$ cat config.mk
export PLATFORM = sky130hd
export DESIGN_NAME = contador_tempo
export DESIGN_NICKNAME = d
export VERILOG_FILES = /design/src/rtl/stopwatch_pkg.sv /design/src/rtl/digito_bcd.sv /design/src/rtl/contador_tempo.sv
export SDC_FILE = /design/constraint.sdc
export NUM_CORES = 1
export LEC_CHECK = 0
export ABC_AREA = 1
export CAP_MARGIN = 20
export CORE_MARGIN = 2
export CORE_UTILIZATION = 40
export DETAILED_ROUTE_END_ITERATION = 10
export PLACE_DENSITY = 0.7
export SLEW_MARGIN = 30
export SYNTH_ARGS = -nofsm -noshare
export SYNTH_HDL_FRONTEND = slang
export SYNTH_HIERARCHICAL = 1
export SYNTH_SLANG_ARGS = --single-unit
$ cat constraint.sdc
create_clock -name clk -period 6.13 [get_ports clk]
set_clock_uncertainty 0.15 [all_clocks]
set_input_delay 1.5325 -clock clk [delete_from_list [all_inputs] [get_ports clk]]
set_output_delay 1.5325 -clock clk [all_outputs]
set_load 0.1 [all_outputs]
$ cat src/rtl/stopwatch_pkg.sv
// Shared stopwatch definitions: state codes from the state machine,
// field widths and a packed-BCD increment helper.
package stopwatch_pkg;

  localparam int ESTADO_W = 3;
  localparam int BCD_W    = 4;
  localparam int TEMPO_W  = 24;
  localparam int DIGITS   = TEMPO_W / BCD_W;

  typedef enum logic [ESTADO_W-1:0] {
    INICIO = 3'd0,
    CONTAR = 3'd1,
    PAUSAR = 3'd2,
    PARAR  = 3'd3
  } estado_t;

  // Upper limit of digit i in {min_d,min_u,seg_d,seg_u,cent_d,cent_u}.
  // Index 0 is cent_u. The tens of seconds and tens of minutes stop at 5.
  function automatic logic [BCD_W-1:0] digit_max(input int i);
    return ((i == 3) || (i == 5)) ? 4'd5 : 4'd9;
  endfunction

  // Adds one centisecond to a packed MM:SS.CC value, wrapping 59:59.99 to 0.
  function automatic logic [TEMPO_W-1:0] tempo_inc(input logic [TEMPO_W-1:0] t);
    logic [TEMPO_W-1:0] r;
    logic               c;
    logic [BCD_W-1:0]   d;
    r = t;
    c = 1'b1;
    for (int i = 0; i < DIGITS; i++) begin
      d = t[i*BCD_W +: BCD_W];
      if (c) begin
        if (d == digit_max(i)) begin
          r[i*BCD_W +: BCD_W] = '0;
        end else begin
          r[i*BCD_W +: BCD_W] = d + 4'd1;
          c = 1'b0;
        end
      end
    end
    return r;
  endfunction

endpackage

$ cat src/rtl/digito_bcd.sv
// One BCD digit of the time counter. Counts 0..MAX when enabled and
// raises carry on the enabled cycle that wraps it back to zero.
module digito_bcd
  import stopwatch_pkg::*;
#(
  parameter logic [BCD_W-1:0] MAX = 4'd9
) (
  input  logic             clk,
  input  logic             reset,
  input  logic             clr,
  input  logic             en,
  output logic [BCD_W-1:0] q,
  output logic             carry
);

  assign carry = en && (q == MAX);

  // Digit register: reset and clear dominate, otherwise step and wrap at MAX.
  always_ff @(posedge clk) begin
    if (reset) begin
      q <= '0;
    end else if (clr) begin
      q <= '0;
    end else if (en) begin
      q <= (q == MAX) ? '0 : q + 4'd1;
    end
  end

endmodule

$ cat src/rtl/contador_tempo.sv
// Stopwatch time base: divides clk down to a centisecond tick, counts
// MM:SS.CC in packed BCD and drives the display with the live time or
// a frozen split, following the state code from the state machine.
module contador_tempo
  import stopwatch_pkg::*;
#(
  parameter int CLK_HZ  = 50000000,
  parameter int TICK_HZ = 100
) (
  input  logic                clk,
  input  logic                reset,
  input  logic [ESTADO_W-1:0] estado,
  output logic                tick,
  output logic [TEMPO_W-1:0]  tempo,
  output logic [TEMPO_W-1:0]  display,
  output logic                estouro,
  output logic                congelado
);

  localparam int DIV   = CLK_HZ / TICK_HZ;
  localparam int PRE_W = $clog2(DIV);
  localparam logic [PRE_W-1:0] PRE_MAX = PRE_W'(DIV - 1);

  logic [PRE_W-1:0]    prescaler;
  logic [ESTADO_W-1:0] estado_p1;
  logic [DIGITS-1:0]   carry;
  logic [TEMPO_W-1:0]  tempo_next;
  logic                contando;
  logic                limpa;
  logic                avanca;
  logic                entra_parar;

  // Split mode keeps the clock running; pausar and the invalid codes hold.
  assign contando    = (estado == CONTAR) || (estado == PARAR);
  assign limpa       = (estado == INICIO);
  assign avanca      = contando && (prescaler == PRE_MAX);
  assign entra_parar = (estado == PARAR) && (estado_p1 != PARAR);
  assign tempo_next  = avanca ? tempo_inc(tempo) : tempo;

  // Prescaler: free-runs while counting, keeps its phase while paused.
  always_ff @(posedge clk) begin
    if (reset || limpa) begin
      prescaler <= '0;
    end else if (contando) begin
      prescaler <= (prescaler == PRE_MAX) ? '0 : prescaler + 1'b1;
    end
  end

  // Tick is registered so it appears together with the advanced tempo.
  always_ff @(posedge clk) begin
    if (reset) begin
      tick <= 1'b0;
    end else begin
      tick <= avanca;
    end
  end

  // Previous state code, used to find the first cycle of a split.
  always_ff @(posedge clk) begin
    if (reset) begin
      estado_p1 <= INICIO;
    end else begin
      estado_p1 <= estado;
    end
  end

  digito_bcd #(.MAX(4'd9)) u_cent_u (
    .clk(clk), .reset(reset), .clr(limpa), .en(avanca),
    .q(tempo[3:0]), .carry(carry[0])
  );

  digito_bcd #(.MAX(4'd9)) u_cent_d (
    .clk(clk), .reset(reset), .clr(limpa), .en(carry[0]),
    .q(tempo[7:4]), .carry(carry[1])
  );

  digito_bcd #(.MAX(4'd9)) u_seg_u (
    .clk(clk), .reset(reset), .clr(limpa), .en(carry[1]),
    .q(tempo[11:8]), .carry(carry[2])
  );

  digito_bcd #(.MAX(4'd5)) u_seg_d (
    .clk(clk), .reset(reset), .clr(limpa), .en(carry[2]),
    .q(tempo[15:12]), .carry(carry[3])
  );

  digito_bcd #(.MAX(4'd9)) u_min_u (
    .clk(clk), .reset(reset), .clr(limpa), .en(carry[3]),
    .q(tempo[19:16]), .carry(carry[4])
  );

  digito_bcd #(.MAX(4'd5)) u_min_d (
    .clk(clk), .reset(reset), .clr(limpa), .en(carry[4]),
    .q(tempo[23:20]), .carry(carry[5])
  );

  // Overflow flag: set when the top digit wraps, held until inicio.
  always_ff @(posedge clk) begin
    if (reset || limpa) begin
      estouro <= 1'b0;
    end else if (carry[5]) begin
      estouro <= 1'b1;
    end
  end

  // Display: follows tempo in contar, captures the pre-tick value on split entry.
  always_ff @(posedge clk) begin
    if (reset) begin
      display   <= '0;
      congelado <= 1'b0;
    end else begin
      case (estado)
        INICIO: begin
          display   <= '0;
          congelado <= 1'b0;
        end
        CONTAR: begin
          display   <= tempo_next;
          congelado <= 1'b0;
        end
        PARAR: begin
          if (entra_parar) begin
            display   <= tempo;
            congelado <= 1'b1;
          end
        end
        default: begin
        end
      endcase
    end
  end

endmodule

# == Word-level counts from Yosys, hierarchy flattened ==
# Index checks and enable logic that the tools add are counted.
# classes
add_sub_neg,7
eq_ne,11
muxes,26
reduce_logical,17
# op_table
op,count
$pmux W24 S3,1
$mux W24,2
$mux W4,11
$add A4 B1 Y4 const B,6
$add A19 B1 Y19 const B,1
$eq A19 B19 Y1 const B,1
$mux W19,1
$eq A4 B4 Y1 const B,4
$mux W1,10
$eq A4 B3 Y1 const B,2
$logic_and A1 B1 Y1,8
$reduce_and A2 Y1,2
$reduce_or A2 Y1,2
$eq A3 B1 Y1 const B,1
$eq A3 B2 Y1 const B,1
$logic_not A3 Y1,1
$ne A3 B2 Y1 const B,1
$reduce_bool A3 Y1,1
$logic_or A1 B1 Y1,2
$ne A2 B2 Y1 const B,1
$pmux W1 S2,1
$reduce_bool A2 Y1,1
# word_totals
register_bits,73
output_inout_bits,51
elab_cells,73

# == Longest topological paths before layout ==
# logic_depth
word_depth,9
ltp_mapped,31
depth_no_buf,31

# == Modules after synthesis ==
# Netlist, hierarchy kept.
# modules_own_cells
module,n_inst,cells_each,area_each_um2,seq_area_each_um2
contador_tempo,1,463,3071.7,980.9
digito_bcd (u_cent_d ...),4,29,202.7,80.1
digito_bcd (u_min_d ...),2,29,191.4,80.1

# == Worst setup path after synthesis ==
# OpenSTA, ideal clock, no wires.
# synth_timing
path_kind,in2reg
startpoint,in estado[0]
endpoint,reg estouro
setup_ns,0.065
t_arrival_ns,4.215
t_required_ns,5.915
slack_ns,1.700
stages,30
path_buffers,0
path_cell_list,inv_1 -> nor2_8 -> inv_6 -> nor2_4 -> nand2_2 -> inv_2 -> nand2_2 -> inv_1 -> nand2_2 -> inv_2 -> nand2_2 -> inv_1 -> nand2_2 -> inv_2 -> nand2_2 -> inv_1 -> nand2_2 -> inv_2 -> nand3_1 -> inv_1 -> nand2_2 -> inv_2 -> nand2_2 -> inv_1 -> nand2_2 -> inv_2 -> nand3_1 -> inv_1 -> nor2_1 -> nor2_1
# synth_via
elab_chain_len,9
# synth_rtl
item,line,source
start: declaration,contador_tempo.sv:12,"input logic [ESTADO_W-1:0] estado,"
$eq A3 B1 Y1 / $eq A3 B2 Y1 (equally long branches),contador_tempo.sv:34,assign contando = (estado == CONTAR) || (estado == PARAR);
$logic_or A1 B1 Y1 *,contador_tempo.sv:34,
$logic_and A1 B1 Y1 *,contador_tempo.sv:36,assign avanca = contando && (prescaler == PRE_MAX);
named net avanca,contador_tempo.sv:30,logic avanca;
$logic_and A1 B1 Y1 *,digito_bcd.sv:16,assign carry = en && (q == MAX);
named net carry[0],contador_tempo.sv:26,logic [DIGITS-1:0] carry;
$logic_and A1 B1 Y1 *,digito_bcd.sv:16,
named net carry[1],contador_tempo.sv:26,
$logic_and A1 B1 Y1 *,digito_bcd.sv:16,
named net carry[2],contador_tempo.sv:26,
$logic_and A1 B1 Y1 *,digito_bcd.sv:16,
named net carry[3],contador_tempo.sv:26,
$logic_and A1 B1 Y1 *,digito_bcd.sv:16,
named net carry[4],contador_tempo.sv:26,
$logic_and A1 B1 Y1 *,digito_bcd.sv:16,
named net carry[5],contador_tempo.sv:26,
end signal: assignment,contador_tempo.sv:100,estouro <= 1'b0;
end signal: assignment,contador_tempo.sv:102,estouro <= 1'b1;
end: declaration,contador_tempo.sv:16,"output logic estouro,"
# The timed path passes the listed nets; every way through them passes the cells marked *.
# A chain may end at the register's enable or synchronous reset.

# == Worst setup path in the final report ==
# Ends and elaborated chain as after synthesis.

==> results.yml <==
placed_design:
  port_buffers: 55
  dp_hpwl_mm: 8.641
  dp_slack_ns: 0.9693
  gp_congestion: 0.9327
synthesis:
  synth_cells: 637
  yosysTopAreaCell: "dfxtp_1"
  yosysSeqAreaShare_pct: 34.26
  syn_area_per_cell_um2: 6.696
  synth_top_flop_cell: "dfxtp_1"
  syn_nets: 643
  yosysWarnings: 6
  synthTopCellsByCount: "nand2_1 (135), inv_1 (76), dfxtp_1 (73), nor2_1 (64), a21oi_1 (61)"
  synth.most_common_cell: "nand2_1"
  netlist_area_mm2: 0.004265
  synth-seq-cells: 73
  ys_types: 41
  synth_edf_count: 0
  ys_async_sr_fraction_pct: 0
  synth_top_area_share_pct: 34.26
  synth_area_leaders: "dfxtp_1 (34%), nand2_1 (12%), a21oi_1 (7.2%), inv_1 (6.7%), nor2_1 (5.6%)"
setup_path:
  path_max_fanout: 10
  rr_endpoint: "estouro$_SDFFE_PP0P_"
  r2r_slack_ns: 2.29
  cp_data_arrival_time_ns: 5.00
  path_class: "input pin to flop"
  crit_family: "buffers and inverters"
  cp.buffers_inverters: 15
  cp-start-kind: "input pin"
  endpoint_kind: "flop"
  slowest_stage: "clkdlybuf4s50_1"
  cpMostUsedCell: "nand2_2"
  cp.required_ns: 6.27
  max_stage_delay_ns: 0.47
  worstReg2RegStart: "prescaler[0]$_SDFFE_PP0P_"
  reg2reg_depth: 31
cts:
  root_buffer: "clkbuf_8"
  clk_latency_ns: 0.36
  post_cts.repair.setup_buffers: 0
  htree_levels: 3
  cts_sinks: 73
  post_cts_resized: 0
  clkTransAtPathRegs_ns: 0.08
  cts_tree: "built"
  ctsHoldBuffers: 0
  clockBufferDepth: 2
  cts_buffers: 9
sta:
  layout_min_cycle_time_ns: 4.867
  period_share_pct: 79.39
  worst_slack_ns: 1.263
  rsz0062_at_grt: "no"
  finalSetupViolCount: 0
  timing.slew.headroom_pct: 33.43
  slew_violations: 0
  final.setup.tns_ns: 0
  worst_pin_slew_ns: 0.9954
  final_hold_viol_count: 0
  whs_ns: 0.3172
  max_freq_mhz: 205.5
outcome:
  run_status: "finished, final reports clean"
floorplan:
  rows: 37
  initial_core_util_pct: 41.32
  die_x_um: 107.3
  core_area_mm2: 0.01032
  die_h_um: 107.3
  io_pins: 56
  dieArea_mm2: 0.01151
cells_and_area:
  fillerInstances: 1033
  drive_above_1_share_pct: 12.98
  area_delta_synth_final_pct: 21.82
  nNetsFinal: 703
  n_antenna_cell: 0
routing:
  drc: 0
  wl_per_cell_um: 14.31
  drt_iter0_drc: 274
  first_pass_iters: 5
  vias_per_cell: 5.271
  wl_mm: 11.98
  dr_total_vias: 4412
  route.antenna.remaining_nets: 0
global_route:
  grt_use_met2_pct: 34.81
  gr-usage-met1_pct: 28.76
  grt_max_degree: 27
  antenna_found_initial: 0
  grt_overflow: 0
  grt-busiest-layer: "met2"
  globalRouteTotalUtil_pct: 21.84
  grt_pass1_wl_mm: 19.83
  grt_pass1_vias: 4112
  grt_use_met3_pct: 5.630
power_and_ir_drop:
  power.density_mw_per_mm2: 200.2
  leakagePower_nw: 1.925
  ir_drop_uv: 89.30
  finalPower_w: 0.001040
hold_path:
  worstHoldStart: "display[2]$_SDFFE_PP0P_"
  hp-class: "flop to flop"
  min_delay_path_depth: 2
  min_to: "display[2]$_SDFFE_PP0P_"
flow_run:
  max_cap_violations: 0
layout by cell type, fill, tap and decap left out, drive strengths merged, types with 5 or more instances in the layout:
master	synthesis	routed
dfxtp	73	73
a21oi	65	65
nand2	154	154
clkbuf	4	13
o211ai	5	5
nand4	21	21
o21ai	43	43
clkdlybuf4s50	0	55
nor2	89	89
nand3	44	44
xor2	8	8
inv	91	91
nor3	17	17
per-stage QoR:
| stage | util (%) | std cells | cell area (µm²) |
|---|---|---|---|
| after detailed placement | 48.12 | 822 | 4967 |
| after global routing | 50.33 | 837 | 5196 |
| after floorplan | - | 637 | 4265 |
| after global placement | 48.12 | 822 | 4967 |
| final | 50.33 | 837 | 5196 |
| after CTS | 50.33 | 837 | 5196 |
where the power goes:
| part | total [W] | internal [W] | switching [W] | leakage, nW |
|---|---|---|---|---|
| sequential | 0.000487 | 0.000482 | 0.00000452 | 0.591 |
| combinational | 0.000115 | 0.0000257 | 0.0000893 | 1.22 |
| clock | 0.000439 | 0.000261 | 0.000178 | 0.116 |
state kept, by name (all words and copies together), names as in the netlist:
signal,cells
display,24
prescaler,19
u_cent_d/q,4
u_cent_u/q,4
u_min_d/q,4
u_min_u/q,4
u_seg_d/q,4
u_seg_u/q,4
estado_p1,3
congelado,1
estouro,1
tick,1
final cells by class:
class | count | area, µm² | share of cell area (%)
clock buffer | 13 | 168.9 | 3.251
clock inverter | 2 | 60.06 | 1.156
multi-input combinational | 464 | 2416 | 46.50
inverter | 91 | 346.6 | 6.670
sequential | 73 | 1461 | 28.12
timing repair buffer | 58 | 573.1 | 11.03
tap | 136 | 170.2 | 3.275
per-layer routing:
metal,routed length (µm),share of wire (%),vias to the layer above
li1,-,-,2209
met5,0,0,-
met4,139,1.2,0
met2,5519,46,172
met3,927,7.7,15
met1,5390,45,2016
cells by family after synthesis:
family          count (synthesis)  share of synthesized area, %
buf+inv                       100                         9.093
simple gates                  332                         38.84
xor+xnor                        8                         1.643
flops                          73                         34.26
compound gates                123                         15.87
fa+ha+maj                       1                        0.2933
worst register-to-register path: cells and delay by family, from the launching register on:
kind                       cells  cell delay (ns)
adders and majority gates      1             0.23
buffers and inverters         13             1.32
DFF                            1             0.39
and+or+nand+nor               17             1.68
worst max-delay path by stage:
| stage | startpoint | endpoint | slack (ns) | cells after the start |
|---|---|---|---|---|
| after floorplan | estado[0] | estouro$_SDFFE_PP0P_ | 1.70 | 30 |
| after global placement | estado[0] | estouro$_SDFFE_PP0P_ | 1.17 | 31 |
| after detailed placement | estado[0] | estouro$_SDFFE_PP0P_ | 0.97 | 31 |
| final | estado[0] | estouro$_SDFFE_PP0P_ | 1.26 | 31 |
| after global routing | estado[0] | estouro$_SDFFE_PP0P_ | 0.89 | 31 |
| after CTS | estado[0] | estouro$_SDFFE_PP0P_ | 1.33 | 31 |
(Power assumes the default switching activity.)
